==> src/rtl/p23_mem_arbiter_pkg.sv <==
// Shared definitions for the p23 memory-port arbiter.
//   arb_state_t : 2-bit arbiter state encoding (IDLE, GNT_CPU, GNT_AUX, LOCKED)
//   OWNER_CPU / OWNER_AUX : encoding of the owner/last-grant bit
//   IDLE_CNT_W  : width of the lock-idle counter (covers LOCK_TIMEOUT up to 255)
package p23_mem_arbiter_pkg;

  typedef enum logic [1:0] {
    ST_IDLE    = 2'd0,
    ST_GNT_CPU = 2'd1,
    ST_GNT_AUX = 2'd2,
    ST_LOCKED  = 2'd3
  } arb_state_t;

  localparam logic OWNER_CPU = 1'b0;
  localparam logic OWNER_AUX = 1'b1;

  localparam int IDLE_CNT_W = 8;

endpackage

==> src/rtl/p23_mem_arbiter_rr_pick.sv <==
// p23_rr_pick: combinational two-way round-robin select.
// Ports:
//   cpu_valid, aux_valid : pending requests
//   last                 : owner of the most recent grant (OWNER_CPU/OWNER_AUX)
//   pick_valid           : at least one request is pending
//   pick_owner           : requester to grant; on conflict the one that did not win last
module p23_rr_pick
  import p23_mem_arbiter_pkg::*;
(
  input  logic cpu_valid,
  input  logic aux_valid,
  input  logic last,
  output logic pick_valid,
  output logic pick_owner
);

  always_comb begin
    pick_valid = cpu_valid | aux_valid;
    if (cpu_valid && aux_valid) begin
      pick_owner = ~last;
    end else if (aux_valid) begin
      pick_owner = OWNER_AUX;
    end else begin
      pick_owner = OWNER_CPU;
    end
  end

endmodule

==> src/rtl/p23_mem_arbiter.sv <==
// p23_mem_arbiter: two-requester (CPU, AUX) arbiter in front of one memory port.
// Round-robin grant on conflict; optional CPU bus lock keeps the port across an
// AMO read-modify-write pair, bounded by a lock-idle timeout.
// Optional feature macro: P23_ARB_LOCK_EN (LOCKED state, idle counter, timeout).
// Ports:
//   clk, reset                 : clock, asynchronous active-high reset
//   cpu_* / aux_*              : requester ports (valid/ready, hold-until-ready)
//   cpu_lock                   : keep the port after the current CPU beat
//   mem_*                      : downstream port (valid/ready, same protocol)
//   owner                      : current or last grant (0 = CPU, 1 = AUX)
//   locked                     : high while the CPU holds the port with no beat in flight
module p23_mem_arbiter
  import p23_mem_arbiter_pkg::*;
#(
  parameter int ADDR_WIDTH   = 32,
  parameter int LOCK_TIMEOUT = 15
) (
  input  logic                  clk,
  input  logic                  reset,
  input  logic                  cpu_valid,
  input  logic [ADDR_WIDTH-1:0] cpu_addr,
  input  logic [31:0]           cpu_wdata,
  input  logic [3:0]            cpu_wstrb,
  input  logic                  cpu_lock,
  output logic                  cpu_ready,
  output logic [31:0]           cpu_rdata,
  input  logic                  aux_valid,
  input  logic [ADDR_WIDTH-1:0] aux_addr,
  input  logic [31:0]           aux_wdata,
  input  logic [3:0]            aux_wstrb,
  output logic                  aux_ready,
  output logic [31:0]           aux_rdata,
  output logic                  mem_valid,
  output logic [ADDR_WIDTH-1:0] mem_addr,
  output logic [31:0]           mem_wdata,
  output logic [3:0]            mem_wstrb,
  input  logic                  mem_ready,
  input  logic [31:0]           mem_rdata,
  output logic                  owner,
  output logic                  locked
);

  arb_state_t state_q, state_d;
  logic       last_q, last_d;
  logic       owner_q, owner_d;
  logic       pick_valid;
  logic       pick_owner;

`ifdef P23_ARB_LOCK_EN
  // Last count value before expiry: the LOCK_TIMEOUT-th idle cycle releases the lock.
  localparam logic [IDLE_CNT_W-1:0] TIMEOUT_LAST = IDLE_CNT_W'(LOCK_TIMEOUT - 1);
  logic [IDLE_CNT_W-1:0] idle_cnt_q, idle_cnt_d;
`else
  // Lock feature not built: keep the port and parameter without logic behind them.
  localparam int LOCK_TIMEOUT_UNUSED = LOCK_TIMEOUT;
  logic lock_unused;
  assign lock_unused = cpu_lock;
`endif

  p23_rr_pick u_rr_pick (
    .cpu_valid  (cpu_valid),
    .aux_valid  (aux_valid),
    .last       (last_q),
    .pick_valid (pick_valid),
    .pick_owner (pick_owner)
  );

  // State register
  always_ff @(posedge clk or posedge reset) begin
    if (reset) begin
      state_q    <= ST_IDLE;
      last_q     <= OWNER_AUX;   // CPU wins the first conflict
      owner_q    <= OWNER_CPU;
`ifdef P23_ARB_LOCK_EN
      idle_cnt_q <= '0;
`endif
    end else begin
      state_q    <= state_d;
      last_q     <= last_d;
      owner_q    <= owner_d;
`ifdef P23_ARB_LOCK_EN
      idle_cnt_q <= idle_cnt_d;
`endif
    end
  end

  // Next-state logic
  always_comb begin
    state_d    = state_q;
    last_d     = last_q;
    owner_d    = owner_q;
`ifdef P23_ARB_LOCK_EN
    idle_cnt_d = idle_cnt_q;
`endif
    unique case (state_q)
      ST_IDLE: begin
        if (pick_valid) begin
          state_d = (pick_owner == OWNER_AUX) ? ST_GNT_AUX : ST_GNT_CPU;
          last_d  = pick_owner;
          owner_d = pick_owner;
        end
      end
      ST_GNT_CPU: begin
        if (mem_ready) begin
`ifdef P23_ARB_LOCK_EN
          if (cpu_lock) begin
            state_d    = ST_LOCKED;
            idle_cnt_d = '0;
          end else begin
            state_d = ST_IDLE;
          end
`else
          state_d = ST_IDLE;
`endif
        end
      end
      ST_GNT_AUX: begin
        if (mem_ready) begin
          state_d = ST_IDLE;
        end
      end
      ST_LOCKED: begin
`ifdef P23_ARB_LOCK_EN
        // A CPU request beats both an unlock and a timeout in the same cycle.
        if (cpu_valid) begin
          state_d = ST_GNT_CPU;
          last_d  = OWNER_CPU;
          owner_d = OWNER_CPU;
        end else if (!cpu_lock) begin
          state_d = ST_IDLE;
        end else if (idle_cnt_q == TIMEOUT_LAST) begin
          state_d = ST_IDLE;
        end else begin
          idle_cnt_d = idle_cnt_q + 1'b1;
        end
`else
        state_d = ST_IDLE;
`endif
      end
      default: state_d = ST_IDLE;
    endcase
  end

  // Output logic: downstream mux and ready routing follow the registered state.
  always_comb begin
    mem_valid = 1'b0;
    mem_addr  = '0;
    mem_wdata = '0;
    mem_wstrb = '0;
    cpu_ready = 1'b0;
    aux_ready = 1'b0;
    unique case (state_q)
      ST_GNT_CPU: begin
        mem_valid = 1'b1;
        mem_addr  = cpu_addr;
        mem_wdata = cpu_wdata;
        mem_wstrb = cpu_wstrb;
        cpu_ready = mem_ready;
      end
      ST_GNT_AUX: begin
        mem_valid = 1'b1;
        mem_addr  = aux_addr;
        mem_wdata = aux_wdata;
        mem_wstrb = aux_wstrb;
        aux_ready = mem_ready;
      end
      default: ;
    endcase
  end

  assign cpu_rdata = mem_rdata;
  assign aux_rdata = mem_rdata;
  assign owner     = owner_q;
`ifdef P23_ARB_LOCK_EN
  assign locked    = (state_q == ST_LOCKED);
`else
  assign locked    = 1'b0;
`endif

endmodule

==> config.mk <==
export PLATFORM = sky130hd
export DESIGN_NAME = p23_mem_arbiter
export DESIGN_NICKNAME = d
export VERILOG_FILES = /design/src/rtl/p23_mem_arbiter_pkg.sv /design/src/rtl/p23_mem_arbiter_rr_pick.sv /design/src/rtl/p23_mem_arbiter.sv
export SDC_FILE = /design/constraint.sdc
export NUM_CORES = 1
export LEC_CHECK = 0
export ABC_AREA = 1
export BUFFER_PORTS_ARGS = -buffer_cell sky130_fd_sc_hd__buf_2
export CAP_MARGIN = 30
export CORE_AREA = 8 8 114 116
export DETAILED_ROUTE_END_ITERATION = 12
export DIE_AREA = 0 0 122 124
export HOLD_SLACK_MARGIN = 0.15
export PLACE_DENSITY = 0.58
export SLEW_MARGIN = 20
export SYNTH_ARGS = -nofsm -noshare
export SYNTH_HDL_FRONTEND = slang
export SYNTH_SLANG_ARGS = --single-unit
==> constraint.sdc <==
create_clock -name clk -period 2.1 [get_ports clk]
set_clock_uncertainty 0.2 [all_clocks]
set_input_delay 0.42 -clock clk [delete_from_list [all_inputs] [get_ports clk]]
set_output_delay 0.42 -clock clk [all_outputs]
set_load 0.005 [all_outputs]
# After elaboration in Yosys (flattened, before gate mapping)
# Index checks and enable logic that the tools add are counted.
[word_totals]
in_bits = 174
latch_bits = 0
rom_bits = 0
n_memories = 0
mem_bits_rw = 0
reg_bits = 4
out_inout_bits = 137
wordCells = 27
[op_classes]
add_sub_neg = 0
n_shift = 0
div_mod_pow = 0
n_reduce_logical = 5
eq_ne = 5
mux = 12
magnitude_cmp = 0
mul = 0
bitwise_logic = 2
[op_table]
columns = ["op", "count"]
rows = [
  ["32-bit case mux with 2 select lines", 2],
  ["4-bit case mux with 2 select lines", 1],
  ["2-bit two-way mux", 3],
  ["2-bit case mux with 3 select lines", 1],
  ["1-bit two-way mux", 5],
  ["2-bit equality test, second input constant", 2],
  ["2-bit AND reduction", 2],
  ["2-bit by 1-bit equality test with 1-bit output, second input constant", 1],
  ["2-bit zero test", 1],
  ["2-bit by 1-bit != test with 1-bit output, second input constant", 1],
  ["2-bit != test, second input constant", 1],
  ["2-bit OR reduction", 1],
  ["1-bit logical AND", 1],
  ["1-bit inverter", 1],
  ["1-bit bitwise OR", 1],
]

# Logic depth before layout (Yosys ltp)
# Gate-level depths: netlist of the first run.
[depth]
ltp_word = 5
mapped_depth = 8
mapped_depth_nobuf = 8

# By module
# Synthesis of the first run repeated with hierarchy kept, for this count alone.
[hier_totals]
cells_unflattened = 330
area_unflattened_um2 = 1808.0
[modules_own_cells]
columns = ["mod", "instances", "cells_per_inst", "seq_area_each_um2", "area_each_um2"]
rows = [
  ["p23_mem_arbiter", 1, 327, 101.3, 1793.0],
  ["p23_rr_pick", 1, 3, 0.0, 15.0],
]

# Worst setup path before layout of the first run
# Ideal clock, no wire load.
[synth_path]
path_type = "flip-flop to output port"
start = "reg state_q[0]"
end = "out mem_addr[9]"
path_slack_ns = 0.264
path_stages_with_launch = 7
t_required_ns = 1.480
n_path_buf = 2
arrival_ns = 1.216
path_cell_list = "dfrtp_1 > inv_1 > ha_1 > inv_2 > buf_6 > buf_4 > a21oi_1"
[synth_via]
elab_chain_cells = 2
elab_cells_between_ends = 3
cone_classes = "2 x eq/ne; 1 x mux"
[synth_lines]
columns = ["item", "line", "source"]
rows = [
  ["start: declaration", "p23_mem_arbiter.sv:43", "arb_state_t state_q, state_d;"],
  ["start signal: assignment", "p23_mem_arbiter.sv:78", "state_q <= state_d;"],
  ["2-bit equality test / 2-bit by 1-bit equality test with 1-bit output (equally long branches)", "p23_mem_arbiter.sv:152", "unique case (state_q)"],
  ["32-bit case mux with 2 select lines *", "p23_mem_arbiter.sv:152", ""],
  ["end: declaration", "p23_mem_arbiter.sv:34", "output logic [ADDR_WIDTH-1:0] mem_addr,"],
]
# Every way passes the cells marked *; elsewhere a longest branch is shown, timed or not.

# Final worst setup path of the first run
[layout_path]
start = "reg state_q[1]"
end = "out mem_addr[0]"
# Same word-level chain as after synthesis.

==> results of run 1 <==
[kinds of logic (layout without fill, tap and decap cells)]
family	count (synthesis)	count (layout)
simple gates	154	154
buf+inv	97	254
compound gates	71	71
flops	4	4
fa+ha+maj	3	3
other cells	1	1
[cells in the final DEF, fill, tap and decap left out]
cell type / count
a21oi_1: 25
a21oi_2: 43
a21oi_4: 1
buf_12: 8
buf_16: 2
buf_2: 212
buf_4: 5
buf_6: 8
buf_8: 1
bufbuf_16: 2
clkbuf_1: 1
clkbuf_16: 5
conb_1: 1
dfrtp_1: 3
dfstp_2: 1
dlygate4sd3_1: 1
ha_4: 3
inv_1: 6
inv_2: 2
inv_8: 1
nand2_1: 145
nand2_2: 4
nand3_1: 1
nor2_1: 4
o21ai_0: 2
[power by group through the flow]
stage | Sequential [W] | Combinational, W | Clock (W)
after global placement | 0.000147 | 0.00260 | 0
after global routing | 0.000155 | 0.00414 | 0.000318
after floorplan | 0.000142 | 0.00157 | 0
after CTS | 0.000148 | 0.00341 | 0.000309
after detailed placement | 0.000148 | 0.00258 | 0
final | 0.000150 | 0.00379 | 0.000306
[final timing paths]
check                      slack [ns]  depth (start not counted)                     end              startpoint
hold / removal                   0.28                          2      last_q$_DFFE_PP1P_      last_q$_DFFE_PP1P_
setup / recovery                -0.08                          7             mem_addr[0]  state_q[1]$_DFFE_PP0P_
hold reg to reg                  0.28                          2      last_q$_DFFE_PP1P_      last_q$_DFFE_PP1P_
setup reg to reg                 0.48                          9  state_q[1]$_DFFE_PP0P_  state_q[1]$_DFFE_PP0P_
min in group asynchronous        0.42                          3  state_q[0]$_DFFE_PP0P_                   reset
max in group asynchronous        1.05                          3      last_q$_DFFE_PP1P_                   reset
[through the flow]
stage                     setup WS, ns  total power, W  area, µm²  hold slack, ns  TNS, ns
after detailed placement        0.0558         0.00273       2570           0.109        0
after CTS                      -0.0666         0.00386       2930           0.282    -2.53
after global placement          0.0672         0.00275       2570           0.110        0
final                          -0.0799         0.00424       3140           0.279    -1.55
after floorplan                  0.264         0.00171       1780         -0.0146        0
after global routing            -0.145         0.00461       3140           0.310    -7.29
[area by class of cell]
| type | count | area, µm² |
|---|---|---|
| Fill cell | 1251 | 8030 |
| Timing Repair Buffer | 241 | 1540 |
| Multi-Input combinational cell | 229 | 1200 |
| Tap cell | 143 | 179 |
| Sequential cell | 4 | 101 |
| Clock buffer | 4 | 78.8 |
| Inverter | 9 | 41.3 |
[worst max-delay path: stages, from the launching register on]
cell and delay, ns:
dfrtp_1 0.39, inv_2 0.08, ha_4 0.30, inv_8 0.05
buf_12 0.14, clkbuf_16 0.15, a21oi_2 0.09, buf_2 0.12
[layer usage]
metal | GRT usage, % | wire (µm)
met3 | 2.86 | 829
met4 | 2.85 | 165
met5 | 0 | 0
met1 | 11.6 | 3610
met2 | 18.7 | 4560
[state kept, by name, indices dropped and copies added, names as in the netlist]
signal	cells
state_q	2
owner	1
last_q	1
[what timing repair did]
action,CTS,global route
setup endpoints to repair,37,70
pin swaps,1,5
hold endpoints to repair,4,0
hold buffers,1,0
gates resized for setup,30,33
buffers inserted,3,5
gates cloned,4,2
==> tab_implementation.tex, run 1 <==
\begin{tabular}{lr}
\hline
Metric & Value \\
\hline
\multicolumn{2}{l}{\textbf{Yosys}} \\
\quad Area leader, netlist & nand2\_1 \\
\quad Top-area cell type share of the netlist area & 31.4\% \\
\quad Proportion of synthesized area in mux cells & 0\% \\
\quad Number of distinct library cells after synthesis & 16 \\
\quad Count of mapped cells out of synthesis & 330 \\
\quad Async set-reset flop share out of synthesis & 100\% \\
\quad Part of the Yosys area used for sequential elements & 5.69\% \\
\quad Simple-Gate Fraction of Synth Area & between 30\% and 40\% \\
\quad Mean instance size in the synthesized netlist & 5.40 µm² \\
\quad Synthesized cell area & 1780 µm² \\
\quad Synthesis warning total & 0 \\
\quad Most numerous cell in the Yosys netlist & nand2\_1 \\
\quad Main combinational cell family by area after synthesis & buffers and inverters \\
\quad Seq cells post-synth & 4 \\
\quad Prevailing post-synth register cell & dfrtp\_1 \\
\quad Synthesized-area fraction occupied by ao, oa, aoi and oai cells & 21.8\% \\
\quad Commonest cells in the netlist & nand2\_1 (149), buf\_4 (68), a21oi\_1 (60), buf\_2 (11), a21oi\_2 (9) \\
\quad Post-synth EDFFs & 0 \\
\quad Share of synthesized cell area in full adder, half adder and majority cells & 2.11\% \\
\quad Largest cells by area after synthesis & nand2\_1 (31\%), buf\_4 (29\%), a21oi\_1 (17\%), a21oi\_2 (4.4\%), dfrtp\_1 (4.2\%) \\
\quad XOR/XNOR Fraction of Synth Area & 0\% \\
\quad Post-Synthesis Net Count & around 510 \\
\multicolumn{2}{l}{\textbf{Power and ir drop}} \\
\quad Static leakage & 1.60 nW \\
\quad Share of power burned in registers & under 10\% \\
\quad Combinational cell fraction of total power & between 80 and 90\% \\
\quad Share of power burned in the clock network & 7.2\% \\
\quad Net switching power & 0.00202 W \\
\quad Internal power consumption & 0.00223 W \\
\quad Maximum resistive drop on vdd & 1.00 mV \\
\quad Cell area power density & approximately 1400 nW/µm² \\
\quad Sw frac & 47.5\% \\
\multicolumn{2}{l}{\textbf{Clock network}} \\
\quad Latest clock arrival within the worst-skew pair & 0.22 ns \\
\quad Root Buffer & clkbuf\_16 \\
\quad Cts bufs inserted & 3 \\
\quad Number of clock sinks & 4 \\
\quad Clock-pin slew reported for the worst setup and hold paths after clock tree synthesis & 0.03 ns \\
\quad H-Tree Depth & 1 \\
\quad TritonCTS clock tree & done \\
\quad Max clock buf depth & 2 \\
\multicolumn{2}{l}{\textbf{Routing}} \\
\quad Vias after detailed routing & 2570 \\
\quad DRT Wirelength & 9.16 mm \\
\quad Total iterations of the first detailed-routing run & 4 \\
\quad Starting DRC count in detailed routing & about 60 \\
\quad Count of unresolved DRC violations after routing & 0 \\
\quad DR vias/cell & just over 4 \\
\quad Routed length per placed instance & 14.5 µm \\
\quad Routed Antenna Nets & 0 \\
\multicolumn{2}{l}{\textbf{STA}} \\
\quad Post-layout worst setup margin & -0.0799 ns \\
\quad Setup repair after global routing missed its margin & yes \\
\quad Portion of the clock cycle consumed by the worst path in the final layout & 104\% \\
\quad Final hold violation count & 0 \\
\quad FMAX & 459 MHz \\
\quad Setup Viol. Count Final & 52 \\
\quad Post-layout min period & 2.18 ns \\
\quad Final number of max-transition violations & 0 \\
\multicolumn{2}{l}{\textbf{Outcome}} \\
\quad Status & finished with violations \\
\quad Violated checks & negative setup slack \\
\multicolumn{2}{l}{\textbf{Worst setup path}} \\
\quad CP arrival & $\sim$1.6 ns \\
\quad Maximum fanout encountered on the critical timing path & 7 \\
\quad Worst Path Required & 1.48 ns \\
\quad Worst setup SP type & flip-flop \\
\quad Crit. End Element & output port \\
\quad Worst setup path category & reg2out \\
\multicolumn{2}{l}{\textbf{Final layout}} \\
\quad Number of nets in the finished design & 665 \\
\quad Diodes inserted & 0 \\
\quad Share of the core filled with cells in the final layout & 28.1\% \\
\quad Number of standard cells in the layout, taps in and fillers out & 630 \\
\quad Layout cell share with drive strength beyond 1 & between 60\% and 70\% \\
\quad Area overhead of the layout relative to synthesis & 76.3\% \\
\multicolumn{2}{l}{\textbf{Run}} \\
\quad Number of violations of the max-capacitance limit & 0 \\
\multicolumn{2}{l}{\textbf{Floorplanning}} \\
\quad Vert. Die Dim & 124 µm \\
\quad \# IOs & 311 \\
\quad DIE WIDTH & roughly 120 µm \\
\quad Die outline area & 15100 µm² \\
\quad Placement Rows & 39 \\
\quad Area of the core & around 11000 µm² \\
\quad Initial cell density of the core & 15.9\% \\
\multicolumn{2}{l}{\textbf{Placed design}} \\
\quad Number of buffers inserted by port buffering & about 210 \\
\quad Hpwl dp & between 6 and 7 mm \\
\quad Routability congestion estimate from global placement & between 0.8 and 0.9 \\
\quad Instance count after placement with tap cells included & between 600 and 700 \\
\multicolumn{2}{l}{\textbf{Global route}} \\
\quad Antenna violations before repair & 0 \\
\quad Wire length of the first global-routing pass & 12.7 mm \\
\quad Overall track demand over capacity in global routing & between 10\% and 20\% \\
\quad Leftover overflow at the end of global routing & 0 \\
\quad Maximum number of pins on one net before global-route repair & 32 \\
\quad Via count of the first global-routing pass & 2530 \\
\multicolumn{2}{l}{\textbf{Min path}} \\
\quad HP Class & reg2reg \\
\hline
\end{tabular}
Note: power is estimated with default switching activity, not from simulation.
==> run 2: changes to the inputs <==
Settings changed: CTS_BUF_LIST from default to sky130_fd_sc_hd__clkbuf_4.
==> run 2 against run 1 <==
Compared with the run above:
- the flow still finishes with violations (negative setup slack)
- worst setup slack worse by 0.011 ns
- cell area up 5.8%
- sequential power about the same
- non-clock buffer count up 1
- sequential share of layout area down 0.18 points
- die area unchanged
- maximum frequency down 0.50%
- combinational power up 9.2%
- cell count up 0.16%
==> tab_implementation.tex, run 2 (synthesis results as in run 1) <==
\begin{tabular}{lr}
\hline
Metric & Value \\
\hline
\multicolumn{2}{l}{\textbf{STA}} \\
\quad Worst hold slack after final layout & 0.278 ns (-0.0000490 ns) \\
\quad Final hold violation count & 0 (unchanged) \\
\quad Final number of max-transition violations & 0 (unchanged) \\
\quad Portion of the clock cycle consumed by the worst path in the final layout & 104\% (+0.53 points) \\
\quad Post-layout min period & 2.19 ns (+0.0110 ns) \\
\quad Post-layout worst setup margin & -0.0909 ns (-0.0110 ns) \\
\quad Setup Viol. Count Final & 64 (+23\%) \\
\quad FMAX & 456 MHz (-0.50\%) \\
\quad Setup repair after global routing missed its margin & yes \\
\multicolumn{2}{l}{\textbf{Final layout}} \\
\quad Layout cell share with drive strength beyond 1 & 69.3\% (+8.1 points) \\
\quad Layout fillers & 1243 (-0.64\%) \\
\quad Post-route design area & 3320 µm² (+5.8\%) \\
\quad Number of nets in the finished design & 666 (+0.15\%) \\
\quad Top library cells by usage in the layout, fill and taps aside & buf\_2 (212), nand2\_1 (125), a21oi\_2 (61) \\
\quad Diodes inserted & 0 (unchanged) \\
\quad Area overhead of the layout relative to synthesis & 86.5\% \\
\quad Register containing the most flip-flops in the final layout & state\_q \\
\quad Number of standard cells in the layout, taps in and fillers out & 631 (+0.16\%) \\
\quad Leading cell type in the layout, fill and taps excluded & buf\_2 \\
\quad Max FFs per register & 2 (unchanged) \\
\quad Share of the core filled with cells in the final layout & 29.7\% (+1.6 points) \\
\multicolumn{2}{l}{\textbf{Outcome}} \\
\quad Status & finished with violations \\
\quad Violated checks & negative setup slack \\
\multicolumn{2}{l}{\textbf{Global route}} \\
\quad Wire length of the first global-routing pass & 12.7 mm (+0.21\%) \\
\quad Antenna violations before repair & 0 (unchanged) \\
\quad Leftover overflow at the end of global routing & 0 (unchanged) \\
\quad Via count of the first global-routing pass & 2542 (+0.47\%) \\
\quad Maximum number of pins on one net before global-route repair & 32 (unchanged) \\
\quad Overall track demand over capacity in global routing & 10.4\% (+0.067 points) \\
\multicolumn{2}{l}{\textbf{Power and ir drop}} \\
\quad Cell area power density & 1330 nW/µm² (-1.7\%) \\
\quad Maximum resistive drop on vdd & 1.02 mV (+1.7\%) \\
\quad Static leakage & 1.70 nW (+6.1\%) \\
\multicolumn{2}{l}{\textbf{Worst setup path}} \\
\quad Maximum fanout encountered on the critical timing path & 8 (+1) \\
\quad Worst setup path category & reg2out \\
\quad Crit. End Element & output port \\
\quad Worst setup SP type & flip-flop \\
\quad Worst Path Required & 1.48 ns (about the same) \\
\quad CP arrival & 1.57 ns (about the same) \\
\multicolumn{2}{l}{\textbf{Routing}} \\
\quad Wire length on met1 & 3.62 mm (+0.17\%) \\
\quad Count of unresolved DRC violations after routing & 0 (unchanged) \\
\quad DR vias/cell & 4.10 (+0.54\%) \\
\quad Routed wl met2 & 4.90 mm (+7.5\%) \\
\quad Total met3 wirelength after detailed routing & 942 µm (+14\%) \\
\quad Starting DRC count in detailed routing & 67 (+9.8\%) \\
\quad Total iterations of the first detailed-routing run & 4 (unchanged) \\
\quad DRT Wirelength & 9.63 mm (+5.2\%) \\
\quad Routed Antenna Nets & 0 (unchanged) \\
\quad Vias after detailed routing & 2588 (+0.70\%) \\
\quad Top metal layer carrying routed signals & met4 \\
\quad Routed length per placed instance & 15.3 µm (+5.0\%) \\
\multicolumn{2}{l}{\textbf{Min path}} \\
\quad HP Class & reg2reg \\
\multicolumn{2}{l}{\textbf{Clock network}} \\
\quad Cts bufs inserted & 3 (unchanged) \\
\quad Number of clock sinks & 4 (unchanged) \\
\quad Latest clock arrival within the worst-skew pair & 0.24 ns (+0.02 ns) \\
\quad Max clock buf depth & 2 (unchanged) \\
\quad Clock-pin slew reported for the worst setup and hold paths after clock tree synthesis & 0.04 ns (about the same) \\
\quad TritonCTS clock tree & done \\
\quad Root Buffer & clkbuf\_4 \\
\quad H-Tree Depth & 1 (unchanged) \\
\multicolumn{2}{l}{\textbf{Floorplanning}} \\
\quad Area of the core & 11200 µm² (unchanged) \\
\quad \# IOs & 311 (unchanged) \\
\quad DIE WIDTH & 122 µm (unchanged) \\
\quad Vert. Die Dim & 124 µm (unchanged) \\
\quad Die outline area & 15100 µm² (unchanged) \\
\quad Initial cell density of the core & 15.9\% (unchanged) \\
\quad Placement Rows & 39 (unchanged) \\
\multicolumn{2}{l}{\textbf{Placed design}} \\
\quad Number of buffers inserted by port buffering & 212 (unchanged) \\
\quad Instance count after placement with tap cells included & 611 (unchanged) \\
\quad Instance area at placement & 2570 µm² (unchanged) \\
\quad Routability congestion estimate from global placement & 0.809 (unchanged) \\
\quad Hpwl dp & 6.87 mm (unchanged) \\
\multicolumn{2}{l}{\textbf{Run}} \\
\quad Number of violations of the max-capacitance limit & 0 (unchanged) \\
\hline
\end{tabular}
[run 2: per-layer routing]
| metal | global-route usage (%) | vias up |
|---|---|---|
| met3 | 3.04 | 34 |
| li1 | - | 1285 |
| met2 | 18.8 | 132 |
| met5 | 0 | - |
| met4 | 3.08 | 0 |
| met1 | 11.5 | 1137 |
[run 2: report_power, final]
part           leakage, nW  switching [W]  internal, W
Clock               0.0184      0.0000364    0.0000845
Sequential          0.0484      0.0000250     0.000122
Combinational         1.63        0.00215      0.00199
[run 2: critical path, cell delays in order, from the launching register on]
cell and delay [ns]:
dfrtp_1 0.37, buf_4 0.14, ha_4 0.18, buf_6 0.13
buf_12 0.13, nand2_2 0.06, a21oi_2 0.15, buf_2 0.14
[run 2: final timing paths]
check | start | end | slack (ns) | cells past startpoint
worst min register to register | last_q$_DFFE_PP1P_ | last_q$_DFFE_PP1P_ | 0.28 | 2
worst max-delay path | state_q[1]$_DFFE_PP0P_ | mem_wdata[17] | -0.09 | 7
worst max register to register | state_q[1]$_DFFE_PP0P_ | state_q[1]$_DFFE_PP0P_ | 0.50 | 9
worst min-delay path | last_q$_DFFE_PP1P_ | last_q$_DFFE_PP1P_ | 0.28 | 2
max in group asynchronous | reset | last_q$_DFFE_PP1P_ | 1.07 | 3
min in group asynchronous | reset | state_q[0]$_DFFE_PP0P_ | 0.40 | 3
[run 2: area by class of cell]
class | count | area (µm²) | area share [%]
clock buffers | 4 | 30.0 | 0.904
inverters | 9 | 41.3 | 1.24
flip-flops and latches | 4 | 101 | 3.05
well taps | 143 | 179 | 5.38
multi-input cells | 229 | 1370 | 41.3
repair buffers | 242 | 1600 | 48.1
[run 2: metrics by stage]
stage	setup slack [ns]	TNS (ns)	total power, W
6_report	-0.0909	-2.87	0.00441
3_3_place_gp	0.0672	0	0.00275
5_1_grt	-0.188	-9.76	0.00480
2_1_floorplan	0.264	0	0.00171
3_5_place_dp	0.0558	0	0.00273
4_1_cts	-0.0908	-3.72	0.00375
[run 2: repair_timing]
item / 4_1_cts / 5_1_grt
endpoints found under the hold margin: 4 / 0
hold buffers: 1 / 0
pin swaps: 1 / 34
resized for setup: 40 / 75
buffers inserted: 4 / 3
cloned: 4 / 4
setup endpoints to repair: 69 / 70
